<file path="src/rtl/shreg_norm_ctrl.sv">
// Normalisation sequencer for a load/shift-right register: loads the operand,
// then shifts right until the upper half is zero or the shift limit is reached.
module shreg_norm_ctrl #(
  parameter int N         = 16,
  parameter int CNT_W     = 5,
  parameter int MAX_SHIFT = N / 2
) (
  input  logic             clk,
  input  logic             rst,
  input  logic             start,
  input  logic             half,
  input  logic             mid,
  output logic             ld,
  output logic             shr,
  output logic             busy,
  output logic             done,
  output logic [CNT_W-1:0] shift_cnt,
  output logic             mid_seen,
  output logic             ovf
);

  typedef enum logic [1:0] {
    IDLE  = 2'd0,
    LOAD  = 2'd1,
    SHIFT = 2'd2,
    DONE  = 2'd3
  } state_t;

  localparam logic [CNT_W-1:0] CNT_MAX = CNT_W'(MAX_SHIFT);

  state_t state;
  logic   at_limit;

  assign at_limit = (shift_cnt == CNT_MAX);

  // shr must act in the same cycle the register reports its flags, so it is
  // decoded from the current state rather than registered.
  assign shr = (state == SHIFT) && !half && !at_limit;

  always_ff @(posedge clk) begin
    if (!rst) begin
      state     <= IDLE;
      ld        <= 1'b0;
      busy      <= 1'b0;
      done      <= 1'b0;
      shift_cnt <= '0;
      mid_seen  <= 1'b0;
      ovf       <= 1'b0;
    end else begin
      ld   <= 1'b0;
      done <= 1'b0;
      case (state)
        IDLE: begin
          if (start) begin
            state     <= LOAD;
            ld        <= 1'b1;
            busy      <= 1'b1;
            shift_cnt <= '0;
            mid_seen  <= 1'b0;
            ovf       <= 1'b0;
          end
        end
        LOAD: begin
          state <= SHIFT;
        end
        SHIFT: begin
          if (mid) mid_seen <= 1'b1;
          if (half) begin
            state <= DONE;
            busy  <= 1'b0;
            done  <= 1'b1;
          end else if (at_limit) begin
            state <= DONE;
            busy  <= 1'b0;
            done  <= 1'b1;
            ovf   <= 1'b1;
          end else begin
            shift_cnt <= shift_cnt + 1'b1;
          end
        end
        DONE: begin
          state <= IDLE;
        end
        default: begin
          state <= IDLE;
          busy  <= 1'b0;
        end
      endcase
    end
  end

endmodule

</file>
<file path="config.mk">
export PLATFORM = sky130hd
export DESIGN_NAME = shreg_norm_ctrl
export DESIGN_NICKNAME = d
export VERILOG_FILES = /design/src/rtl/shreg_norm_ctrl.sv
export SDC_FILE = /design/constraint.sdc
export NUM_CORES = 1
export LEC_CHECK = 0
export ABC_AREA = 1
export CORE_UTILIZATION = 44
export CTS_BUF_LIST = sky130_fd_sc_hd__clkbuf_2 sky130_fd_sc_hd__clkbuf_4 sky130_fd_sc_hd__clkbuf_8
export DETAILED_ROUTE_END_ITERATION = 6
export PLACE_DENSITY = 0.73
export SYNTH_ARGS = -nofsm -noshare
export SYNTH_HDL_FRONTEND = slang
export SYNTH_SLANG_ARGS = --single-unit
</file>
<file path="constraint.sdc">
create_clock -name clk -period 1.95 [get_ports clk]
set_clock_uncertainty 0.2 [all_clocks]
set_input_delay 0.39 -clock clk [delete_from_list [all_inputs] [get_ports clk]]
set_output_delay 0.39 -clock clk [all_outputs]
set_load 0.05 [all_outputs]
</file>
* Yosys cells after proc, flatten, opt, wreduce, memory -nomap -nowiden
Index checks and enable logic that the tools add are counted.
** Word-level totals
- Flip-flop bits (word level) :: 12
- Bits of input ports :: 5
- Output and inout port bits :: 11
- Word-level logic and storage cells :: 52
** Cells by class
- $add $sub $neg :: 1
- Equality and inequality tests :: 10
- Multiplexer cells :: 21
- Reduce and logical (&&, ||, !) cells :: 13
** Operators by type and width (count)
- 2-to-1 mux 5 bit :: 3
- 2-to-1 mux 1 bit :: 10
- inequality test 2 bit (second input constant) :: 5
- case mux 5 bit (2 select lines) :: 1
- case mux 2 bit (4 select lines) :: 1
- AND reduction 4 bit :: 2
- 2-to-1 mux 2 bit :: 3
- case mux 1 bit (2 select lines) :: 3
- AND reduction 2 bit :: 3
- AND reduction 3 bit :: 2
- adder 5 x 1 -> 5 bit (second input constant) :: 1
- equality test 5 x 4 -> 1 bit (second input constant) :: 1
- equality test 2 bit (second input constant) :: 2
- inequality test 3 bit (second input constant) :: 1
- equality test 2 x 1 -> 1 bit (second input constant) :: 1
- logical AND 1 bit :: 2
- logical NOT 1 bit :: 2
- logical NOT 2 bit :: 1
- nonzero test 2 bit :: 1

* Longest topological paths before layout
- Word-level depth :: 4
- Depth in mapped cells :: 11
- Depth with buffers taken out :: 11

* Worst setup path before layout
No wires, ideal clock.
- Path type :: register -> output
- Start :: reg shift_cnt[0]
- End :: out shr
- Arrival :: 1477 ps
- Required time :: 1360 ps
- Path slack :: -117 ps
- Cell stages (with the launch flop) :: 8
- Path buffers :: 0
- Cells stage by stage :: dfxtp_1 -> inv_1 -> ha_1 -> nand2_1 -> inv_1 -> nand2_2 -> nand2_2 -> inv_2
** On the way
- Longest elaborated chain between the ends :: 3
** Ends and longest elaborated chain
- start: declaration :: RTL line 17 : output logic [CNT_W-1:0] shift_cnt,
- start signal: assignment :: RTL line 78 : shift_cnt <= shift_cnt + 1'b1;
- equality test 5 x 4 -> 1 bit :: RTL line 34 : assign at_limit = (shift_cnt == CNT_MAX);
- logical NOT 1 bit :: RTL line 38 : assign shr = (state == SHIFT) && !half && !at_limit;
- logical AND 1 bit :: RTL line 38
- end: declaration :: RTL line 14 : output logic shr,
Every way passes these cells.

* Final worst setup path
Ends and elaborated chain as after synthesis.

==> impl_metrics.csv <==
group,metric,value,unit
sta,finalCriticalPeriod,1.88,ns
run_status,status,"completed",
clock_tree,cts_root_buf,"clkbuf_4",
finish,antenna_cells,0,
clock_tree,cts_tree,"yes",
logic_synthesis,yosysTopAreaCell,"dfxtp_1",
power_and_ir_drop,internal_power,493,µW
logic_synthesis,synthMuxAreaShare,0,%
finish,fin_util,68.8,%
power_and_ir_drop,power_switching,315,µW
placement,dp_cells,121,
logic_synthesis,netlist_area,639,µm²
sta,maxSlewViolCount,0,
drt,route.vias.total,632,
sta,rsz0062_at_grt,"no",
global_routing,grt_max_degree,9,
power_and_ir_drop,p_leak,0.000427,µW
global_routing,grt_pass1_wl,2210,µm
floorplan,fp.dieH,40.1,µm
worst_hold_path,whs_path_depth,2,
finish,drive_gt1_share,32.5,%
sta,worstMarginPinSlew,0.228,ns
global_routing,grt_pass1_vias,545,
logic_synthesis,synth_edf_count,0,
worst_hold_path,hold_class,"flip-flop to flip-flop",
floorplan,num_rows,13,
logic_synthesis,syn_inst,89,
floorplan,fp.dieW,40.1,µm
drt,viasPerCell,4.90,
logic_synthesis,ys_seq_elements,12,
drt,drc,0,
critical_path,worstPathMaxFanout,4,
sta,tns,0,ns
sta,relSlewSlack,84.8,%
power_and_ir_drop,p_per_area,881,nW/µm²
finish,area_growth,43.4,%
floorplan,io_pins,16,
clock_tree,cts_max_level,1,
clock_tree,cts_buffers,3,
clock_tree,clk_pin_slew_worst_paths,0.08,ns
logic_synthesis,synthArstFlopShare,0,%
clock_tree,cts_max_path_buffers,2,
critical_path,endpoint_kind,"output pin",
clock_tree,clk_latency,0.28,ns
logic_synthesis,postSynthAreaPerCell,7.18,µm²
critical_path,cp-start-kind,"flip-flop",
placement,dpl.hpwl,1020,µm
placement,place_congestion,0.708,
floorplan,dieArea,1610,µm²
power_and_ir_drop,power.share.switching,39.0,%
clock_tree,numClockSinks,12,
critical_path,worstPathArrival,1.29,ns
sta,hold_viol,0,
placement,numPortBuffers,15,
logic_synthesis,yosys-top-cells-count,"nand2_1, dfxtp_1, inv_1",
critical_path,worstPathRequired,1.36,ns
sta,finalCritPeriodShare,96.3,%
logic_synthesis,syn-num-nets,98,
critical_path,criticalPathCategory,"flip-flop to output pin",
drt,wl_per_cell,10.9,µm
flow_run,drv_cap,0,
logic_synthesis,synth-compound-area-share,9.00,%
logic_synthesis,synthXorXnorAreaFrac,0,%
power_and_ir_drop,clockPowerShare,25.4,%
logic_synthesis,yosysMostFrequentCell,"nand2_1",
logic_synthesis,yosys.area.top_type_share,37.6,%
logic_synthesis,synthFlopType,"dfxtp_1",
sta,whs,0.273,ns
drt,drt_wl_total,1410,µm
power_and_ir_drop,p_comb_share,38.7,%
logic_synthesis,synth.distinct_cells,17,
global_routing,grtUsageTotal,21.4,%
logic_synthesis,synth_top_family_by_area,"simple AND/OR/NAND/NOR gates",
finish,final_cells,129,
drt,ant_nets,0,
global_routing,antenna_found_initial,0,
logic_synthesis,synth_seq_area_share,37.6,%
drt,drt_iter0_markers,14,
floorplan,coreArea,1330,µm²
sta,setup_viol,0,
critical_path,worst_r2r_path_depth,8,
logic_synthesis,ys_warn_count,0,
drt,drtPass1Iterations,4,
logic_synthesis,synthAdderAreaFrac,7.83,%
finish,nNetsFinal,124,
power_and_ir_drop,seq_power_share,35.8,%
logic_synthesis,synth_top_cells_by_area,"dfxtp_1, nand2_1, a21oi_1",
floorplan,initial_core_util,47.9,%
sta,fmax,533,MHz
logic_synthesis,synth-simple-area-share,37.4,%
global_routing,grt_overflow,0,
power_and_ir_drop,peakVddDrop,0.566,mV
-- sequential cells by signal, indices dropped and copies added, names as in the netlist --
signal	flops
shift_cnt	5
mid_seen	1
ovf	1
ld	1
done	1
state	2
busy	1
-- routing by layer --
layer	part of all wire (%)	vias to the layer above	track usage (%)
met5	0	-	0
met4	1.2	0	10.3
met3	4.0	4	8.33
met2	51	14	37.1
met1	43	282	22.1
li1	-	332	-
-- through the flow --
step,instance area [µm²],setup slack (ns),total power (µW)
2_1_floorplan,642,0.0922,507
3_3_place_gp,823,0.0722,583
3_5_place_dp,823,0.0483,588
4_1_cts,890,0.00538,801
5_1_grt,917,0.00584,851
6_report,917,0.0723,808
-- path summary, 6_finish.rpt --
kind,from,to,slack (ns)
worst max-delay path,shift_cnt[0],shr,0.07
worst min register to register,state[0],state[0],0.27
worst min-delay path,state[0],state[0],0.27
worst max register to register,state[1],shift_cnt[0],0.39
-- cells by family (layout without fill, tap and decap cells) --
| group | Yosys count | count (layout) |
|---|---|---|
| buffers and inverters | 14 | 39 |
| DFF | 12 | 12 |
| adders and majority gates | 4 | 4 |
| AOI/OAI and AO/OA | 11 | 11 |
| and+or+nand+nor | 48 | 48 |
-- worst max-delay path, cell delays in order (launching register included) --
cell and delay, ns:
dfxtp_2 0.34, inv_2 0.04, ha_1 0.18, nand2_1 0.08
inv_2 0.05, nand2_4 0.06, nand2_4 0.06, inv_4 0.06
buf_12 0.12
-- power groups by stage --
stage	combinational, µW	sequential, µW	clock [µW]
after floorplan	149	358	0
after global placement	288	294	0
after detailed placement	293	295	0
after CTS	305	289	207
after global routing	338	294	219
final	313	290	205
-- repair_timing --
item,4_1_cts,5_1_grt
hold endpoints to repair,0,0
setup endpoints to repair,1,1
hold buffers,0,0
setup buffers,2,2
gates resized for setup,3,6
-- cells in the final DEF (no fill, tap or decap) --
cell type | synthesis | final
buf_12 | 0 | 2
dfxtp_1 | 12 | 10
nand3_4 | 1 | 1
inv_4 | 0 | 1
inv_1 | 12 | 9
nand2_1 | 22 | 22
nand2_4 | 1 | 3
or2_2 | 1 | 1
clkbuf_4 | 0 | 3
ha_1 | 4 | 3
o21bai_1 | 1 | 1
nand3_2 | 1 | 1
nor2_2 | 1 | 1
nand4_1 | 3 | 3
ha_4 | 0 | 1
nor2_1 | 10 | 10
buf_4 | 0 | 15
dfxtp_4 | 0 | 1
clkdlybuf4s50_1 | 0 | 4
a21oi_1 | 10 | 10
clkbuf_8 | 0 | 1
nor2_4 | 1 | 1
dfxtp_2 | 0 | 1
nand3_1 | 5 | 5
inv_2 | 2 | 4
-- final cells by class --
type	count	area [µm²]
well taps	15	18.8
clock buffers	4	36.3
repair buffers	21	193
multi-input cells	63	369
inverters	14	55.1
fillers	122	417
flip-flops and latches	12	245
Note: power is estimated with default switching activity, not from simulation.
